`config.mk`:
```
export PLATFORM = sky130hd
export DESIGN_NAME = cache_arbiter
export DESIGN_NICKNAME = d
export VERILOG_FILES = /design/src/rtl/lc3b_types.sv /design/src/rtl/cache_arbiter.sv
export SDC_FILE = /design/constraint.sdc
export NUM_CORES = 1
export LEC_CHECK = 0
export ABC_CLOCK_PERIOD_IN_PS = 1650
export BUFFER_PORTS_ARGS = -buffer_cell sky130_fd_sc_hd__buf_2
export CAP_MARGIN = 20
export CORE_AREA = 2 2 268 270
export DETAILED_ROUTE_END_ITERATION = 6
export DIE_AREA = 0 0 270 272
export MAX_ROUTING_LAYER = met4
export PLACE_DENSITY_LB_ADDON = 0.08
export SYNTH_ARGS = -nofsm -noshare
export SYNTH_HDL_FRONTEND = slang
export SYNTH_SLANG_ARGS = --single-unit
export TNS_END_PERCENT = 1
```
`constraint.sdc`:
```
create_clock -name clk -period 1.65 [get_ports clk]
set_input_delay 0.2475 -clock clk [delete_from_list [all_inputs] [get_ports clk]]
set_output_delay 0.2475 -clock clk [all_outputs]
set_load 0.05 [all_outputs]
```
`src/rtl/lc3b_types.sv`:
```
// Shared LC-3b memory-side types: word/line widths and the cache arbiter state encoding.
package lc3b_types;

  typedef logic [15:0]  lc3b_word;
  typedef logic [127:0] lc3b_cacheline;

  typedef enum logic [1:0] {
    arb_idle    = 2'd0,
    arb_serve_i = 2'd1,
    arb_serve_d = 2'd2
  } arb_state_t;

endpackage

```
`src/rtl/cache_arbiter.sv`:
```
// Multiplexes I-cache and D-cache line traffic onto one physical memory port.
// Optional build macro CACHE_ARBITER_ROUND_ROBIN_EN replaces fixed D-over-I priority with round robin.
module cache_arbiter
  import lc3b_types::*;
#(
  parameter int ADDR_W = $bits(lc3b_word),
  parameter int LINE_W = $bits(lc3b_cacheline)
) (
  input  logic              clk,
  input  logic              rst,
  input  logic              i_pmem_read,
  input  logic [ADDR_W-1:0] i_pmem_address,
  output logic [LINE_W-1:0] i_pmem_rdata,
  output logic              i_pmem_resp,
  input  logic              d_pmem_read,
  input  logic              d_pmem_write,
  input  logic [ADDR_W-1:0] d_pmem_address,
  input  logic [LINE_W-1:0] d_pmem_wdata,
  output logic [LINE_W-1:0] d_pmem_rdata,
  output logic              d_pmem_resp,
  output logic              pmem_read,
  output logic              pmem_write,
  output logic [ADDR_W-1:0] pmem_address,
  output logic [LINE_W-1:0] pmem_wdata,
  input  logic [LINE_W-1:0] pmem_rdata,
  input  logic              pmem_resp
);

  arb_state_t state_q, state_d;
  arb_state_t both_grant;
  logic       i_req;
  logic       d_req;

  assign i_req = i_pmem_read;
  assign d_req = d_pmem_read | d_pmem_write;

`ifdef CACHE_ARBITER_ROUND_ROBIN_EN
  logic last_grant_q, last_grant_d;

  // last_grant: 0 = I-cache, 1 = D-cache; only changes when a serve state is entered.
  always_comb begin
    last_grant_d = last_grant_q;
    if (state_q == arb_idle && state_d == arb_serve_i) begin
      last_grant_d = 1'b0;
    end else if (state_q == arb_idle && state_d == arb_serve_d) begin
      last_grant_d = 1'b1;
    end else begin
      last_grant_d = last_grant_q;
    end
  end

  always_ff @(posedge clk or posedge rst) begin
    if (rst) begin
      last_grant_q <= 1'b1;
    end else begin
      last_grant_q <= last_grant_d;
    end
  end

  always_comb begin
    both_grant = last_grant_q ? arb_serve_i : arb_serve_d;
  end
`else
  always_comb begin
    both_grant = arb_serve_d;
  end
`endif

  // Outputs are pure functions of state and live inputs; unserved client sees zeros.
  always_comb begin
    pmem_read    = 1'b0;
    pmem_write   = 1'b0;
    pmem_address = '0;
    pmem_wdata   = '0;
    i_pmem_resp  = 1'b0;
    i_pmem_rdata = '0;
    d_pmem_resp  = 1'b0;
    d_pmem_rdata = '0;
    case (state_q)
      arb_serve_i: begin
        pmem_read    = 1'b1;
        pmem_address = i_pmem_address;
        i_pmem_resp  = pmem_resp;
        i_pmem_rdata = pmem_rdata;
      end
      arb_serve_d: begin
        pmem_read    = d_pmem_read;
        pmem_write   = d_pmem_write;
        pmem_address = d_pmem_address;
        pmem_wdata   = d_pmem_wdata;
        d_pmem_resp  = pmem_resp;
        d_pmem_rdata = pmem_rdata;
      end
      default: begin
        pmem_read = 1'b0;
      end
    endcase
  end

  // Every serve returns through idle, which guarantees a strobe-free gap after each response.
  always_comb begin
    state_d = state_q;
    case (state_q)
      arb_idle: begin
        if (d_req && i_req) begin
          state_d = both_grant;
        end else if (d_req) begin
          state_d = arb_serve_d;
        end else if (i_req) begin
          state_d = arb_serve_i;
        end else begin
          state_d = arb_idle;
        end
      end
      arb_serve_i, arb_serve_d: begin
        if (pmem_resp) begin
          state_d = arb_idle;
        end else begin
          state_d = state_q;
        end
      end
      default: begin
        state_d = arb_idle;
      end
    endcase
  end

  always_ff @(posedge clk or posedge rst) begin
    if (rst) begin
      state_q <= arb_idle;
    end else begin
      state_q <= state_d;
    end
  end

endmodule
```
* After elaboration in Yosys (flattened, before gate mapping)
Cells that the tools add are included.
** Word-level totals
- Word-level logic and storage cells :: 21
- Input bits :: 294
- Bits in registers :: 2
** Operators by class
- Equality and inequality tests :: 3
- Reduce and logical (&&, ||, !) cells :: 3
- Bitwise gates (word level) :: 1
- Mux-type cells :: 13
** Operators with widths (number)
- 128-bit two-way mux :: 3
- 16-bit case mux with 2 select lines :: 1
- 2-bit two-way mux :: 3
- 1-bit two-way mux :: 4
- 2-bit case mux with 2 select lines :: 1
- 2-bit by 1-bit == test with 1-bit output (second input constant) :: 1
- 2-bit == test (second input constant) :: 1
- 2-bit logical NOT :: 1
- 2-bit != test (second input constant) :: 1
- 1-bit case mux with 2 select lines :: 1
- 2-bit OR reduction :: 1
- 1-bit logical AND :: 1
- 1-bit bitwise OR :: 1

* Logic depth before layout (Yosys ltp)
- Depth after elaboration :: 4
- Gate-level depth with buffers :: 6
- Depth with buffers taken out :: 4

* Worst setup path after synthesis
No wires, ideal clock.
- Path kind :: reg2out
- From :: register state_q[0]
- To :: output port pmem_address[0]
- Path buffers :: 1
- Arrival time :: 1.719 ns
- Stages on the path, launching flop included :: 5
- Path slack :: -0.317 ns
- Cell sequence :: dfrtp_1 > inv_1 > ha_1 > clkbuf_1 > nor2b_1
** Between the ends
- Word-level cells in the longest chain between the ends :: 2
- Elaborated cells on any way between the ends :: 3
** Ends and longest elaborated chain
- from (decl) :: RTL line cache_arbiter.sv:29 : arb_state_t state_q, state_d;
- from (signal assigned) :: RTL line cache_arbiter.sv:130 : state_q <= arb_idle;
- from (signal assigned) :: RTL line cache_arbiter.sv:132 : state_q <= state_d;
- 2-bit == test or 2-bit by 1-bit == test with 1-bit output (tied branches) :: RTL line cache_arbiter.sv:79 : case (state_q)
- 16-bit case mux with 2 select lines (*) :: RTL line cache_arbiter.sv:79
- to (decl) :: RTL line cache_arbiter.sv:23 : output logic [ADDR_W-1:0] pmem_address,
Mark *: on every way between the ends. The rest lies on a longest branch, timed or not.

* Final worst setup path
- From :: register state_q[0]
- To :: output port pmem_address[3]
Same word-level chain as after synthesis.

==> results.ini <==
[outcome]
status = complete, but fails checks
violations = setup timing

[setup_path]
critPathTopFamily = buffers and inverters
reg2reg_to = state_q[0]
crit_cells = 7
cp_cell_sequence = buf_4 -> ha_4 -> buf_12 -> buf_12 -> a22oi_2 -> nor2b_4 -> buf_12
setup.worst_path.start_class = flip-flop
cpMostUsedCell = buf_12
crit_required_ps = 1400
r2r-start = state_q[0]
reg2regPathDepth = 6
cpPeakStageDelay_ps = 380
slowest_stage = dfrtp_1
critPathBufInv = 4
cp-startpoint = state_q[0]
r2r_slack_ps = 70
worst_ep_arrival_time_ps = 1680
end_kind = output port
critPathKind = reg -> out
path_max_fanout = 18
critPathCapture = pmem_address[3]

[floorplan]
die_h_um = 272
die_w_um = 270
initial_core_util_pct = 4.27
rows = 98
core_region_area_sq_mm = 0.0708
boundaryPins = 698
die-area_sq_mm = 0.0734

[logic_synthesis]
synthCells = 482
synth_compound_area_share_pct = 4.60
synth-simple-area-share_pct = 84.3
synth_top_area_cell = and2_1
ys_seq_area_share_pct = 1.66
synth-seq-cells = 2
synth_top_family_by_area = simple AND/OR/NAND/NOR gates
synth_top_area_share_pct = 80.2
synthMuxAreaShare_pct = 0.331
synth.cell_area_sq_mm = 0.00302
syn_area_per_cell_sq_um = 6.27
synth_cell_type_count = 16
ys_warn_count = 0
synth_area_leaders = and2_1, a22oi_1, nor2b_1
synthAdderAreaFrac_pct = 1.24
syn_nets = 779
yosys.area_share.xor_xnor_pct = 0

[global_routing]
grt_first_pass_wirelength_um = 40100
grt_pass1_vias = 6185
grt_max_degree = 45
grt_usage_pct = 7.48
antenna_found_initial = 2
overflow = 0

[sta]
skew_ps = 0.385
setup_viol = 396
rsz0062_at_grt = true
timing.final.crit_share_pct = 117
setup_ws_ps = -282
tns_ps = -69720
worstMarginPinSlew_ps = 282
period_needed_ps = 1930
maxSlewViolCount = 0
max_freq_mhz = 518
max_slew_margin_pct = 80.9
hold_ws_ps = 268
hold_viol_final = 0

[detailed_routing]
routed_wl_um = 30800
vias_per_cell = 2.78
vias = 5921
drt_iter0_markers = 88
dr.pass1.iters = 4
detail_route.wl_per_cell_um = 14.5
drcViolationCount = 0
final_antenna_net_count = 0

[min_path]
hold_path_class = in -> reg

[placed_design]
place.gp.congestion = 0.835
place_hpwl_um = 25600
port_buffers = 697
place_area_sq_mm = 0.00890

[clock_tree]
clockBufferDepth = 2
ctsHtreeMaxLevel = 1
cts_made_buffers = 3
clkTransAtPathRegs_ps = 30
cts_root_buf = clkbuf_16
cts_tree = built
clock_latency_ps = 220
cts.sinks = 2

[layout]
largest_register = state_q
syn_to_final_growth_pct = 278
nNetsFinal = 1482
drive_gt1_share_pct = 72.9
nFillCells = 8065
fin_area_sq_mm = 0.0114
largest_reg_flops = 2
n_antenna_cell = 0
reg.largest.list = state_q x2

[job]
cap_violations = 0

[power_and_ir_drop]
power_density_mw_per_mm2 = 1650
ir_drop_mv = 0.634
power.leakage_uw = 0.00549

-- cell usage after synthesis --
master / count
dfrtp_1: 2
mux2i_1: 1
nand3b_1: 1
a21oi_1: 1
and2_1: 387
o41ai_1: 1
nand2_1: 1
clkbuf_1: 8
inv_1: 3
o21ai_0: 1
ha_1: 3
a22oi_1: 16
clkbuf_2: 20
buf_4: 1
buf_2: 18
nor2b_1: 18
-- cells by family after synthesis --
| logic type | count (synthesis) |
|---|---|
| mux | 1 |
| compound gates | 19 |
| fa+ha+maj | 3 |
| simple gates | 407 |
| buf+inv | 50 |
| flops | 2 |
-- placed cells by master (no fill, tap or decap) --
cell,instances
mux2i_1,1
buf_4,86
and2_1,305
clkbuf_16,6
buf_16,1
inv_1,1
a22oi_1,6
a22oi_2,10
ha_4,2
o21ai_0,1
buf_6,271
dfrtp_1,2
a21oi_1,1
ha_2,1
buf_2,293
nand3b_1,1
inv_2,2
o41ai_1,1
dlygate4sd3_1,1
nor2b_2,10
and2_4,82
nor2b_4,8
buf_12,74
nand2_1,1
buf_8,16
-- power by group --
part | internal (uW) | total [uW] | switching, uW | leakage (uW)
registers | 65.5 | 75.6 | 10.1 | 0.0000258
logic | 7040 | 18400 | 11300 | 0.00542
clock network | 308 | 365 | 56.7 | 0.0000370
total | 7420 | 18800 | 11400 | 0.00549
-- worst min path at each step --
stage                      start         end  slack, ps  depth (start not counted)
global placement             rst  state_q[1]        130                          2
finish              d_pmem_write  state_q[0]        270                          2
floorplan                    rst  state_q[0]        -10                          1
detailed placement           rst  state_q[1]        120                          2
global route        d_pmem_write  state_q[0]        280                          2
CTS                 d_pmem_write  state_q[0]        260                          2
-- per-layer routing --
layer | track usage, % | part of all wire, %
met1 | 7.22 | 35
met2 | 16.0 | 58
met3 | 1.18 | 6.1
met4 | 0.292 | 0.65
met5 | - | 0
-- layout make-up --
type / instances / area, sq um / area share (%)
Sequential cell: 2 / 50.0 / 0.438
Timing Repair Buffer: 745 / 7000 / 61.3
Tap cell: 950 / 1190 / 10.4
Multi-Input combinational cell: 430 / 3100 / 27.1
Inverter: 3 / 11.3 / 0.0986
Clock buffer: 3 / 75.1 / 0.657
-- timing repair --
action | in CTS | in global routing
endpoints found under the hold margin | 2 | 0
gates resized for setup | 544 | 216
buffers inserted | 0 | 2
cloned | 0 | 4
pin swaps | 0 | 5
endpoints found under the setup margin | 404 | 406
hold buffers | 1 | 0
-- through the flow --
stage                     power (uW)  setup WS [ps]  utilization, %  instances
final                          18800           -282            16.1       2133
after global routing           19700           -339            16.1       2133
after CTS                      18000           -360            14.9       2127
after detailed placement       15300           -196            12.6       2123
after global placement         15500           -160            12.6       2123
after floorplan                10200          -67.1               -        482
Note: power is estimated with default switching activity, not from simulation.
